## src/rtl/irq_sequencer.sv

```systemverilog
// -----------------------------------------------------------------------------
// irq_sequencer
// CPU-side interrupt entry/return sequencer. Waits for an instruction boundary,
// saves the return PC, acknowledges the controller and redirects fetch to the
// ISR vector; on MRET it redirects back to mepc and restores the interrupt
// enable. One ISR in flight at a time (no nesting).
//
// Ports
//   clk, rst_n        clock, asynchronous active-low reset
//   irq_i             level interrupt request from the interrupt controller
//   isr_addr_i        ISR vector of the currently selected source
//   boundary_i        core at an instruction boundary, pc_next_i valid
//   pc_next_i         PC of the next instruction to execute
//   mret_i            return-from-interrupt retired (1-cycle pulse)
//   mie_we_i          CSR write strobe for the global interrupt enable
//   mie_wdata_i       CSR write data for the global interrupt enable
//   iack_o            interrupt acknowledge, one cycle per taken interrupt
//   hold_o            stall fetch/issue while the sequencer owns the PC
//   redirect_o        1-cycle pulse: load redirect_pc_o into the PC
//   redirect_pc_o     redirect target (ISR vector or mepc), holds when idle
//   mepc_o            saved return PC
//   mie_o             global interrupt enable
//   in_isr_o          ISR in progress
// -----------------------------------------------------------------------------
module irq_sequencer #(
    parameter int unsigned ADDR_W    = 32,
    parameter bit          MIE_RESET = 1'b0
) (
    input  logic              clk,
    input  logic              rst_n,
    input  logic              irq_i,
    input  logic [ADDR_W-1:0] isr_addr_i,
    input  logic              boundary_i,
    input  logic [ADDR_W-1:0] pc_next_i,
    input  logic              mret_i,
    input  logic              mie_we_i,
    input  logic              mie_wdata_i,
    output logic              iack_o,
    output logic              hold_o,
    output logic              redirect_o,
    output logic [ADDR_W-1:0] redirect_pc_o,
    output logic [ADDR_W-1:0] mepc_o,
    output logic              mie_o,
    output logic              in_isr_o
);

    typedef enum logic [2:0] {
        ST_IDLE   = 3'd0,
        ST_PEND   = 3'd1,
        ST_ACK    = 3'd2,
        ST_VECTOR = 3'd3,
        ST_RETURN = 3'd4
    } state_e;

    state_e            state_q, state_d;
    logic              mie_q, mie_d;
    logic              mpie_q, mpie_d;
    logic              in_isr_q, in_isr_d;
    logic [ADDR_W-1:0] mepc_q, mepc_d;
    logic [ADDR_W-1:0] vector_q, vector_d;
    logic [ADDR_W-1:0] redirect_pc_q, redirect_pc_d;
    logic              iack_q, iack_d;
    logic              hold_q, hold_d;
    logic              redirect_q, redirect_d;
    logic              mie_eff;

    // State and architectural registers
    always_ff @(posedge clk or negedge rst_n) begin
        if (!rst_n) begin
            state_q       <= ST_IDLE;
            mie_q         <= MIE_RESET;
            mpie_q        <= 1'b0;
            in_isr_q      <= 1'b0;
            mepc_q        <= '0;
            vector_q      <= '0;
            redirect_pc_q <= '0;
            iack_q        <= 1'b0;
            hold_q        <= 1'b0;
            redirect_q    <= 1'b0;
        end else begin
            state_q       <= state_d;
            mie_q         <= mie_d;
            mpie_q        <= mpie_d;
            in_isr_q      <= in_isr_d;
            mepc_q        <= mepc_d;
            vector_q      <= vector_d;
            redirect_pc_q <= redirect_pc_d;
            iack_q        <= iack_d;
            hold_q        <= hold_d;
            redirect_q    <= redirect_d;
        end
    end

    // Next-state, register updates and output decode
    always_comb begin
        state_d       = state_q;
        mie_d         = mie_q;
        mpie_d        = mpie_q;
        in_isr_d      = in_isr_q;
        mepc_d        = mepc_q;
        vector_d      = vector_q;
        redirect_pc_d = redirect_pc_q;
        // CSR write seen in the same cycle, so a clear aborts a pending entry
        mie_eff       = mie_we_i ? mie_wdata_i : mie_q;

        unique case (state_q)
            ST_IDLE: begin
                mie_d = mie_eff;
                if (mret_i && in_isr_q) begin
                    state_d       = ST_RETURN;
                    redirect_pc_d = mepc_q;
                end else if (irq_i && mie_q && !in_isr_q) begin
                    state_d = ST_PEND;
                end
            end
            ST_PEND: begin
                mie_d = mie_eff;
                if (!irq_i || !mie_eff) begin
                    state_d = ST_IDLE;
                end else if (boundary_i) begin
                    // Vector frozen here; later isr_addr changes are ignored
                    mepc_d   = pc_next_i;
                    vector_d = isr_addr_i;
                    state_d  = ST_ACK;
                end
            end
            ST_ACK: begin
                mpie_d        = mie_q;
                mie_d         = 1'b0;
                in_isr_d      = 1'b1;
                redirect_pc_d = vector_q;
                state_d       = ST_VECTOR;
            end
            ST_VECTOR: begin
                state_d = ST_IDLE;
            end
            ST_RETURN: begin
                mie_d    = mpie_q;
                mpie_d   = 1'b1;
                in_isr_d = 1'b0;
                state_d  = ST_IDLE;
            end
            default: begin
                state_d = ST_IDLE;
            end
        endcase

        // Outputs registered from the next state so they align with state_q
        iack_d     = (state_d == ST_ACK);
        hold_d     = (state_d != ST_IDLE);
        redirect_d = (state_d == ST_VECTOR) || (state_d == ST_RETURN);
    end

    assign iack_o        = iack_q;
    assign hold_o        = hold_q;
    assign redirect_o    = redirect_q;
    assign redirect_pc_o = redirect_pc_q;
    assign mepc_o        = mepc_q;
    assign mie_o         = mie_q;
    assign in_isr_o      = in_isr_q;

endmodule

```

## config.mk

```make
export PLATFORM = sky130hd
export DESIGN_NAME = irq_sequencer
export DESIGN_NICKNAME = d
export VERILOG_FILES = /design/src/rtl/irq_sequencer.sv
export SDC_FILE = /design/constraint.sdc
export NUM_CORES = 1
export LEC_CHECK = 0
export ABC_AREA = 1
export CELL_PAD_IN_SITES_DETAIL_PLACEMENT = 1
export CELL_PAD_IN_SITES_GLOBAL_PLACEMENT = 1
export CORE_MARGIN = 4
export CORE_UTILIZATION = 41
export DETAILED_ROUTE_END_ITERATION = 10
export DONT_BUFFER_PORTS = 1
export GPL_TIMING_DRIVEN = 0
export PLACE_DENSITY = 0.86
export SLEW_MARGIN = 10
export SYNTH_ARGS = -nofsm -noshare
export SYNTH_HDL_FRONTEND = slang
export SYNTH_SLANG_ARGS = --single-unit
export TNS_END_PERCENT = 30
```

## constraint.sdc

```tcl
create_clock -name clk -period 1.2 [get_ports clk]
set_input_delay 0.12 -clock clk [delete_from_list [all_inputs] [get_ports clk]]
set_output_delay 0.12 -clock clk [all_outputs]
set_load 0.05 [all_outputs]
```

==> summary.txt <==
Drt
  – Starting DRT DRC Count: 367
  – WL per Instance: 25.7 um
  – ANT nets after route: 0
  – DRT Wirelength: 20100 um
  – Mean number of vias per cell: 5.54
  – Via count: 4352
  – First-pass iteration count of the detailed router: 4
  – DRC viols: 0

Cells and area
  – Filler Cell Count: 1107
  – Commonest non-fill, non-tap cell in the layout: nand2_1
  – Final #Nets: 713
  – Final non-filler cell total: 785
  – Layout cells sized above 1: 37.2%
  – Highest-count cells in the layout ignoring fill and taps: 192 x nand2_1, 64 x dlygate4sd3_1, 57 x dfrtp_1
  – Final instance area: 0.00685 mm^2
  – Synth-to-layout area growth: 53.1%

Global route
  – M2 GR Usage: 53.5%
  – Initial antenna violation count: 2
  – Grt met1 use: 33.2%
  – First-pass GRT wire length: 28200 um
  – Congestion Overflow GR: 0
  – Busiest grt layer: met2
  – M3 GR Usage: 6.42%
  – GRT Total Usage: 29.0%
  – Vias in the first global route: 4955
  – Pin count of the biggest net entering global routing: 106

Outcome
  – Failing checks: negative hold slack, negative setup slack
  – Status: finished, violations left

Setup path
  – CP Max Fanout: 10
  – Setup crit start kind: flip-flop
  – Kind of end point of the critical path: flip-flop
  – Launch point of the worst path: state_q[2]$_DFF_PN0_
  – Max incr delay on CP: 0.48 ns
  – CP required: 1.52 ns
  – Reg2reg start: state_q[2]$_DFF_PN0_
  – Most used cell, CP: nand2_1
  – Critical Path AT: 2.02 ns
  – WS Path Type: reg -> reg
  – Ordered cell list for the critical path: nor2_4 > buf_4 > buf_6 > nand2_8 > clkbuf_16 > o21ai_0 > nand2_1 > nand2_1
  – Slowest-stage cell, CP: dfrtp_2

Pwr
  – Psw: 10.4 mW
  – Comb power frac: 36.7%
  – Pint: 9.69 mW
  – Clk pwr share: 12.5%
  – Maximum vdd drop: 1.66 mV
  – Power, Total: 20.1 mW
  – Flop pwr share: 50.8%
  – Leak: 3.36 nW
  – Sw frac: 51.8%
  – PD cells: 2940 mW/mm^2

Place
  – Pre-CTS setup slack: -0.497 ns
  – Gpl congestion: 0.831
  – Cells after DPL: 664
  – Port bufs: 0
  – Post-DP HPWL: 9340 um
  – Post-DP Area: 0.00467 mm^2

Clock network
  – CTS root buf: clkbuf_8
  – Clock Latency Late Sink: 0.39 ns
  – CTS clk-pin slew, worst paths: 0.12 ns
  – Total CTS buffers: 9
  – CTS tree: done
  – Clock Sinks: 105
  – CTS Buffer Depth: 2
  – Depth of the CTS H-tree: 3
  – CTS Hold Bufs: 64

Die
  – Die Ht: 112 um
  – Initial Util: 42.7%
  – Num ports: 140
  – Die ar.: 0.0126 mm^2
  – Rows: 37
  – Die width: 112 um
  – Core footprint: 0.0105 mm^2

Timing
  – Rel. slew slack: 64.2%
  – Final worst setup slack: -0.500 ns
  – Min Hold Slack: -0.589 ns
  – Final hold violations: 105
  – RSZ-0062 raised after global routing: yes
  – Period utilization: 142%
  – Fmax: 588 MHz
  – # setup viols final: 106
  – Fin crit period: 1.70 ns
  – Post-Route Skew: 0.0225 ns
  – Worst Tran Pin Value: 0.538 ns
  – Pins over their slew limit: 0

Logic synthesis
  – Seq/Total Area, Yosys: 58.8%
  – Unique cell type count in the Yosys netlist: 18
  – Flops & latches, synth: 105
  – Synth Cell Area: 0.00447 mm^2
  – Mapped Cells: 528
  – Syn avg cell area: 8.47 um^2
  – Yosys warns: 0
  – Post-synthesis net count: 599

Min path
  – Hold/Removal Path Class: in -> async

Flow run
  – Max_cap viols: 0
[sequential cells by signal (all words and copies together) (netlist names)]
register,flops
iack_o,1
mie_o,1
mepc_o,32
mpie_q,1
in_isr_o,1
redirect_pc_o,32
redirect_o,1
vector_q,32
state_q,3
hold_o,1
[power by group through the flow]
| stage | logic (mW) | registers (mW) | clock network (mW) |
|---|---|---|---|
| floorplan | 2.85 | 9.39 | 0 |
| global placement | 3.49 | 9.75 | 0 |
| detailed placement | 3.78 | 9.86 | 0 |
| CTS | 6.12 | 9.86 | 2.42 |
| global route | 7.98 | 10.3 | 2.68 |
| finish | 7.39 | 10.2 | 2.52 |
[through the flow]
step | TNS, ns | utilization, %
2_1_floorplan | -15.14 | -
3_3_place_gp | -36.56 | 44.7
3_5_place_dp | -41.00 | 44.7
4_1_cts | -31.35 | 61.5
5_1_grt | -49.87 | 65.4
6_report | -43.98 | 65.4
[synth_stat cells (all sizes together)]
cell    count  area share (%)
nand2     247              21
o21ai      59             6.6
buf        25             4.0
clkbuf      4            0.34
nand4       1            0.28
inv        38             3.2
a21oi       1            0.11
nand3      40             4.6
dfrtp     105              59
nor2        8             1.2
[per-layer routing]
layer,wire length (um),up-vias
met5,0,-
met1,7450,2220
met2,10700,199
met3,1180,60
met4,775,0
li1,-,1873
[critical path: cells and delay by family (launching register included)]
| kind | cells | cell delay (ns) |
|---|---|---|
| flops | 1 | 0.48 |
| buf+inv | 3 | 0.44 |
| compound gates | 1 | 0.22 |
| simple gates | 4 | 0.48 |
[final cells by class]
cell class / instances / area [um^2] / share of cell area (%)
antenna: 2 / 5.00 / 0.0731
buffer: 28 / 399 / 5.83
clock buffer: 12 / 165 / 2.41
clock inverter: 4 / 48.8 / 0.713
inverter: 38 / 150 / 2.19
multi-input combinational: 357 / 1960 / 28.6
sequential: 105 / 2690 / 39.3
tap: 136 / 170 / 2.49
timing repair buffer: 103 / 1260 / 18.5
[cells by family after synthesis]
logic type             Yosys count  share of synthesized area (%)
AOI/OAI and AO/OA               60                           6.71
buffers and inverters           67                           7.53
DFF                            105                           58.8
and+or+nand+nor                296                           27.0
[worst paths after layout]
check	to	slack (ns)	depth (start not counted)
worst max-delay path	redirect_pc_o[5]$_DFFE_PN0P_	-0.50	8
min in group clk	mie_o$_DFFE_PN0P_	0.04	3
worst min-delay path	mie_o$_DFFE_PN0P_	-0.59	0
worst min register to register	vector_q[17]$_DFFE_PN0P_	0.54	2
worst max register to register	redirect_pc_o[5]$_DFFE_PN0P_	-0.50	8
max in group asynchronous	redirect_pc_o[19]$_DFFE_PN0P_	1.62	0
[repair_timing]
action,4_1_cts,5_1_grt
cloned,12,3
setup endpoints to repair,108,150
pin swaps,30,20
resized for setup,143,138
buffers inserted,19,9
endpoints found under the hold margin,169,105
(Power assumes the default switching activity.)
